`src/rtl/accel_stream_dispatch.sv`:
```
// accel_stream_dispatch
//   Routes an upstream AXI-Stream to one of NUM_KERN kernels (one-hot select
//   latched at start), collects that kernel's result words into a
//   first-word-fall-through FIFO and returns exactly result_len words
//   downstream, marking the final word with m_tlast.
//
// Optional feature: define ACC_DISPATCH_ERR_EN to build the sticky illegal
//   start / discarded-word error flag; without it err is tied low.
//
// Ports
//   clk, rst           clock, asynchronous active-high reset
//   ap_start/result_len one-hot kernel start and result length (IDLE only)
//   ap_idle/ap_done/err status
//   s_*                upstream stream from DMA
//   k_*                per-kernel input streams (k_tdata shared)
//   r_valid/r_data/r_ready kernel result push
//   k_done             kernel completion
//   m_*                downstream result stream to DMA
module accel_stream_dispatch #(
  parameter int DATA_W     = 32,
  parameter int NUM_KERN   = 3,
  parameter int FIFO_DEPTH = 64,
  parameter int LEN_W      = 8
) (
  input  logic                       clk,
  input  logic                       rst,
  input  logic [NUM_KERN-1:0]        ap_start,
  input  logic [LEN_W-1:0]           result_len,
  output logic                       ap_idle,
  output logic [NUM_KERN-1:0]        ap_done,
  output logic                       err,
  input  logic                       s_tvalid,
  input  logic [DATA_W-1:0]          s_tdata,
  input  logic                       s_tlast,
  output logic                       s_tready,
  output logic [NUM_KERN-1:0]        k_tvalid,
  output logic [DATA_W-1:0]          k_tdata,
  output logic [NUM_KERN-1:0]        k_tlast,
  input  logic [NUM_KERN-1:0]        k_tready,
  input  logic [NUM_KERN-1:0]        r_valid,
  input  logic [NUM_KERN*DATA_W-1:0] r_data,
  output logic [NUM_KERN-1:0]        r_ready,
  input  logic [NUM_KERN-1:0]        k_done,
  output logic                       m_tvalid,
  output logic [DATA_W-1:0]          m_tdata,
  output logic                       m_tlast,
  input  logic                       m_tready
);

  localparam int AW = $clog2(FIFO_DEPTH);

  localparam logic [1:0] S_IDLE  = 2'd0;
  localparam logic [1:0] S_RUN   = 2'd1;
  localparam logic [1:0] S_DRAIN = 2'd2;

  localparam logic [NUM_KERN-1:0] K_ONE   = 1;
  localparam logic [LEN_W-1:0]    LEN_ONE = 1;
  localparam logic [AW-1:0]       PTR_ONE = 1;
  localparam logic [AW:0]         CNT_ONE = 1;

  logic [1:0]          state_q, state_d;
  logic [NUM_KERN-1:0] sel_q, sel_d;
  logic [LEN_W-1:0]    remain_q, remain_d;
  logic [LEN_W-1:0]    acc_q, acc_d;     // words written into the FIFO this run
  logic [LEN_W-1:0]    sent_q, sent_d;   // words popped downstream this run
  logic [AW-1:0]       wptr_q, wptr_d, rptr_q, rptr_d;
  logic [AW:0]         cnt_q, cnt_d;
  logic [DATA_W-1:0]   mem_q [FIFO_DEPTH];

  logic                run, active, full, start_ok, done_hit;
  logic                push_hs, wr, pop, last_beat;
  logic [DATA_W-1:0]   rdata_sel;

  assign run      = (state_q == S_RUN);
  assign active   = run || (state_q == S_DRAIN);
  assign full     = (32'(cnt_q) == FIFO_DEPTH);
  assign start_ok = (ap_start != '0) && ((ap_start & (ap_start - K_ONE)) == '0);
  assign done_hit = run && ((k_done & sel_q) != '0);

  // Input routing is purely combinational while running.
  assign k_tvalid = run ? (sel_q & {NUM_KERN{s_tvalid}}) : '0;
  assign k_tlast  = run ? (sel_q & {NUM_KERN{s_tlast}})  : '0;
  assign k_tdata  = run ? s_tdata : '0;
  assign s_tready = run && ((k_tready & sel_q) != '0);

  assign r_ready  = (active && !full) ? sel_q : '0;
  assign push_hs  = ((r_valid & r_ready) != '0);
  // Words past result_len are still handshaken so the kernel never stalls.
  assign wr       = push_hs && (acc_q < remain_q);

  always_comb begin
    rdata_sel = '0;
    for (int i = 0; i < NUM_KERN; i++) begin
      if (sel_q[i]) rdata_sel = r_data[i*DATA_W +: DATA_W];
    end
  end

  assign m_tvalid  = active && (cnt_q != '0);
  assign m_tdata   = active ? mem_q[rptr_q] : '0;
  assign last_beat = (sent_q == remain_q - LEN_ONE);
  assign m_tlast   = m_tvalid && last_beat;
  assign pop       = m_tvalid && m_tready;

  assign ap_idle   = (state_q == S_IDLE);
  assign ap_done   = done_hit ? sel_q : '0;

  always_comb begin
    state_d  = state_q;
    sel_d    = sel_q;
    remain_d = remain_q;
    acc_d    = acc_q;
    sent_d   = sent_q;
    wptr_d   = wptr_q;
    rptr_d   = rptr_q;
    cnt_d    = cnt_q;
    if (wr) begin
      wptr_d = wptr_q + PTR_ONE;
      acc_d  = acc_q + LEN_ONE;
    end
    if (pop) begin
      rptr_d = rptr_q + PTR_ONE;
      sent_d = sent_q + LEN_ONE;
    end
    case ({wr, pop})
      2'b10:   cnt_d = cnt_q + CNT_ONE;
      2'b01:   cnt_d = cnt_q - CNT_ONE;
      default: cnt_d = cnt_q;
    endcase
    case (state_q)
      S_IDLE: begin
        if (start_ok) begin
          state_d  = S_RUN;
          sel_d    = ap_start;
          remain_d = result_len;
          acc_d    = '0;
          sent_d   = '0;
        end
      end
      S_RUN: begin
        if (done_hit) state_d = S_DRAIN;
      end
      S_DRAIN: begin
        // sent==remain also covers remain==0 and a final pop that already
        // happened in the same cycle as k_done.
        if ((sent_q == remain_q) || (pop && last_beat)) begin
          state_d = S_IDLE;
          wptr_d  = '0;
          rptr_d  = '0;
          cnt_d   = '0;
        end
      end
      default: begin
        state_d = S_IDLE;
        wptr_d  = '0;
        rptr_d  = '0;
        cnt_d   = '0;
      end
    endcase
  end

  always_ff @(posedge clk or posedge rst) begin
    if (rst) begin
      state_q  <= S_IDLE;
      sel_q    <= '0;
      remain_q <= '0;
      acc_q    <= '0;
      sent_q   <= '0;
      wptr_q   <= '0;
      rptr_q   <= '0;
      cnt_q    <= '0;
    end else begin
      state_q  <= state_d;
      sel_q    <= sel_d;
      remain_q <= remain_d;
      acc_q    <= acc_d;
      sent_q   <= sent_d;
      wptr_q   <= wptr_d;
      rptr_q   <= rptr_d;
      cnt_q    <= cnt_d;
    end
  end

  always_ff @(posedge clk) begin
    if (wr) mem_q[wptr_q] <= rdata_sel;
  end

`ifdef ACC_DISPATCH_ERR_EN
  logic err_q;
  // acc_q equals sent+count during a run, so a push rejected by the length
  // limit is exactly a discarded word.
  always_ff @(posedge clk or posedge rst) begin
    if (rst) begin
      err_q <= 1'b0;
    end else if (state_q == S_IDLE) begin
      if (start_ok)              err_q <= 1'b0;
      else if (ap_start != '0)   err_q <= 1'b1;
    end else if (push_hs && !wr) begin
      err_q <= 1'b1;
    end
  end
  assign err = err_q;
`else
  assign err = 1'b0;
`endif

endmodule

```
`config.mk`:
```
export PLATFORM = sky130hd
export DESIGN_NAME = accel_stream_dispatch
export DESIGN_NICKNAME = d
export VERILOG_FILES = /design/src/rtl/accel_stream_dispatch.sv
export SDC_FILE = /design/constraint.sdc
export NUM_CORES = 2
export LEC_CHECK = 0
export CAP_MARGIN = 0
export CORE_AREA = 2 2 457 459
export CTS_BUF_LIST = sky130_fd_sc_hd__clkbuf_4 sky130_fd_sc_hd__clkbuf_8
export DETAILED_ROUTE_END_ITERATION = 8
export DIE_AREA = 0 0 459 461
export SLEW_MARGIN = 20
export SYNTH_ARGS = -nofsm -noshare
export SYNTH_HDL_FRONTEND = slang
export SYNTH_SLANG_ARGS = --single-unit
```
`constraint.sdc`:
```
create_clock -name clk -period 8.81 [get_ports clk]
set_clock_uncertainty 0.15 [all_clocks]
set_input_delay 2.2025 -clock clk [delete_from_list [all_inputs] [get_ports clk]]
set_output_delay 2.2025 -clock clk [all_outputs]
set_load 0.02 [all_outputs]
```
==> flow_summary.yaml <==
routing:
  ant_nets: 0
  detail_route.wl_per_cell_um: 30.8
  via_per_inst: 5.76
  drt-total-wl_um: 229000
  num_vias: 42800
  remaining_drc_errors: 0
  drt-initial-drc-count: 4622
  drtPass1Iterations: 6
sta:
  rsz0062_at_grt: "no"
  fin_ws_ns: 0.797
  fin_crit_ns: 8.01
  max_freq_mhz: 125
  setup_violations: 0
  hold_violations: 0
  final_max_slew_viol_count: 0
  worst_slew_pin_slew_ns: 1.21
  setup_tns_ns: 0
  period_share_pct: 91.0
  relSlewSlack_pct: 18.3
synthesis:
  syn_avg_cell_area_um2: 20.9
  synthXorXnorAreaFrac_pct: 0.448
  synthSimpleGateAreaFrac_pct: 2.06
  synth-seq-cells: 2096
  synth_seq_area_share_pct: 76.3
  yosys.area_share.adder_pct: 0.304
  async_flop_share_pct: 2.29
  synth_mux_area_share_pct: 15.7
  synth-main-ff-cell: "edfxtp_1"
  yosysTopAreaCell: "edfxtp_1"
  synth_cells: 3933
  synth-compound-area-share_pct: 3.78
  synth_nets: 4106
  synth_edf_count: 2048
  ys_types: 75
  synth_top_cells_by_area: "edfxtp_1 (75%), mux4_2 (12%), mux2i_1 (3.0%)"
  synth_warnings: 0
  synth_top_family_by_area: "multiplexers"
  synth_top_area_share_pct: 74.8
  synth_area_um2: 82200
clocking:
  numCtsBuffers: 357
  insertion_delay_ns: 1.03
  cts_setup_buffers: 0
  clock-sinks: 2096
  hold_buffers: 0
  clk_pin_slew_ns: 0.06
  htree_num_levels: 5
  cts_root_buf: "clkbuf_8"
  cts_tree: "done"
  clockBufferDepth: 4
  post_cts_resize_count: 0
global_routing:
  antenna_found_initial: 7
  grt_pass1_vias: 43100
  grt_pass1_wl_um: 323000
  grt_max_degree: 85
  grt_overflow: 0
  grt_usage_pct: 21.5
place:
  hpwl_um: 135000
  pre_cts_ws_ns: 1.89
  portBuffers: 232
  gp_congestion: 0.834
die:
  num_rows: 167
  die_area_um2: 212000
  die_w_um: 459
  core_area_um2: 206000
  start_util_pct: 39.8
  die_height_um: 461
  ios: 234
finish:
  nNetsFinal: 4640
  final_cell_mix: "edfxtp_1 (2048), mux4_2 (446), clkbuf_8 (365)"
  nFillCells: 17300
  syn_to_final_growth_pct: 16.6
  final_util_pct: 46.4
  layout_commonest_cell: "edfxtp_1"
  drive_above_1_share_pct: 28.0
run_status:
  status: "complete, no violations"
power_and_ir_drop:
  peakVddDrop_v: 0.000396
  powerDensity_nw_per_um2: 284
  p_leak_nw: 29.3
  p_total_mw: 27.3
worst_setup_path:
  crit_required_ns: 6.46
  worstPathMaxFanout: 27
  worst-setup-path-type: "flip-flop to primary output"
  start_kind: "flip-flop"
  setup.worst_path.end_class: "primary output"
  crit_arrival_ns: 5.66
hold_path:
  hold_path_class: "flip-flop to flip-flop"
job:
  cap_viol_max_count: 0
==> power by group <==
group,leakage (nW),switching (mW),internal (mW)
sequential,19.2,0.178,12.7
combinational,6.58,4.31,1.79
clock,3.49,3.80,4.44
total,29.3,8.28,19.0
==> metrics by stage <==
step           cell area (um^2)  instances  hold slack (ns)
2_1_floorplan             82200       3933            0.364
3_3_place_gp              89100       6807            0.387
3_5_place_dp              89200       6811            0.400
4_1_cts                   95800       7427            0.413
5_1_grt                   95800       7429            0.417
6_report                  95800       7434            0.417
==> state kept, by name, indices dropped and copies added (netlist names) <==
name,cells
remain_q,8
mem_q,2048
sent_q,8
acc_q,8
wptr_q,6
cnt_q,7
rptr_q,6
state_q,2
sel_q,3
==> layout make-up <==
type / count / area, um^2 / share of cell area, %
Sequential cell: 2096 / 62700 / 65.5
Antenna cell: 6 / 15.0 / 0.0157
Multi-Input combinational cell: 1578 / 19200 / 20.0
Clock buffer: 490 / 5960 / 6.22
Clock inverter: 126 / 618 / 0.645
Timing Repair Buffer: 413 / 3890 / 4.06
Inverter: 21 / 78.8 / 0.0823
Tap cell: 2704 / 3380 / 3.53
==> final timing paths <==
kind / from / endpoint / slack [ns] / depth (start not counted)
setup / recovery: rptr_q[3] / m_tdata[31] / 0.80 / 8
hold / removal: sent_q[7] / sent_q[7] / 0.42 / 2
setup reg to reg: state_q[0] / mem_q[60][22] / 3.47 / 10
hold reg to reg: sent_q[7] / sent_q[7] / 0.42 / 2
max in group asynchronous: rst / sel_q[2] / 6.37 / 3
min in group asynchronous: rst / cnt_q[2] / 1.55 / 3
==> routing by layer <==
metal,GRT usage (%),vias to the layer above,wire [um]
met1,29.8,22800,94200
met3,5.17,362,20300
met4,6.40,0,6000
li1,-,17600,-
met5,0,-,0
met2,33.8,2056,108000
==> cells by family (layout without fill, tap and decap cells) <==
group           Yosys count  in the layout
flops                  2096           2096
mux                     724            724
compound gates          443            443
simple gates            348            348
buf+inv                 259           1050
xor+xnor                 42             42
fa+ha+maj                20             20
other cells               1              7
==> critical path, cell delays in order, from the launching register on <==
cell	delay (ns)
dfrtp_4	0.60
nor2b_4	0.54
buf_4	0.37
nand2_2	0.61
buf_4	0.49
o221ai_1	0.17
a221oi_1	0.07
o21ai_0	0.98
clkdlybuf4s50_1	0.80
==> cell usage after synthesis (14+ instances only) <==
library cell  instances
a211oi_1             32
a21oi_1              53
a221oi_1             23
a22oi_1              35
and2_1               39
buf_1                19
buf_2                46
buf_4                40
clkbuf_1            131
dfrtp_1              48
edfxtp_1           2048
ha_1                 20
inv_1                18
mux2_2               29
mux2i_1             249
mux4_2              446
nand2_1              96
nand3_1              16
nor2_1               97
nor3_1               20
nor4_1               15
o21ai_0              98
o221ai_1             52
o22ai_1              65
xnor2_1              28
xor2_1               14
No activity file was read; power rests on OpenSTA's default activity.
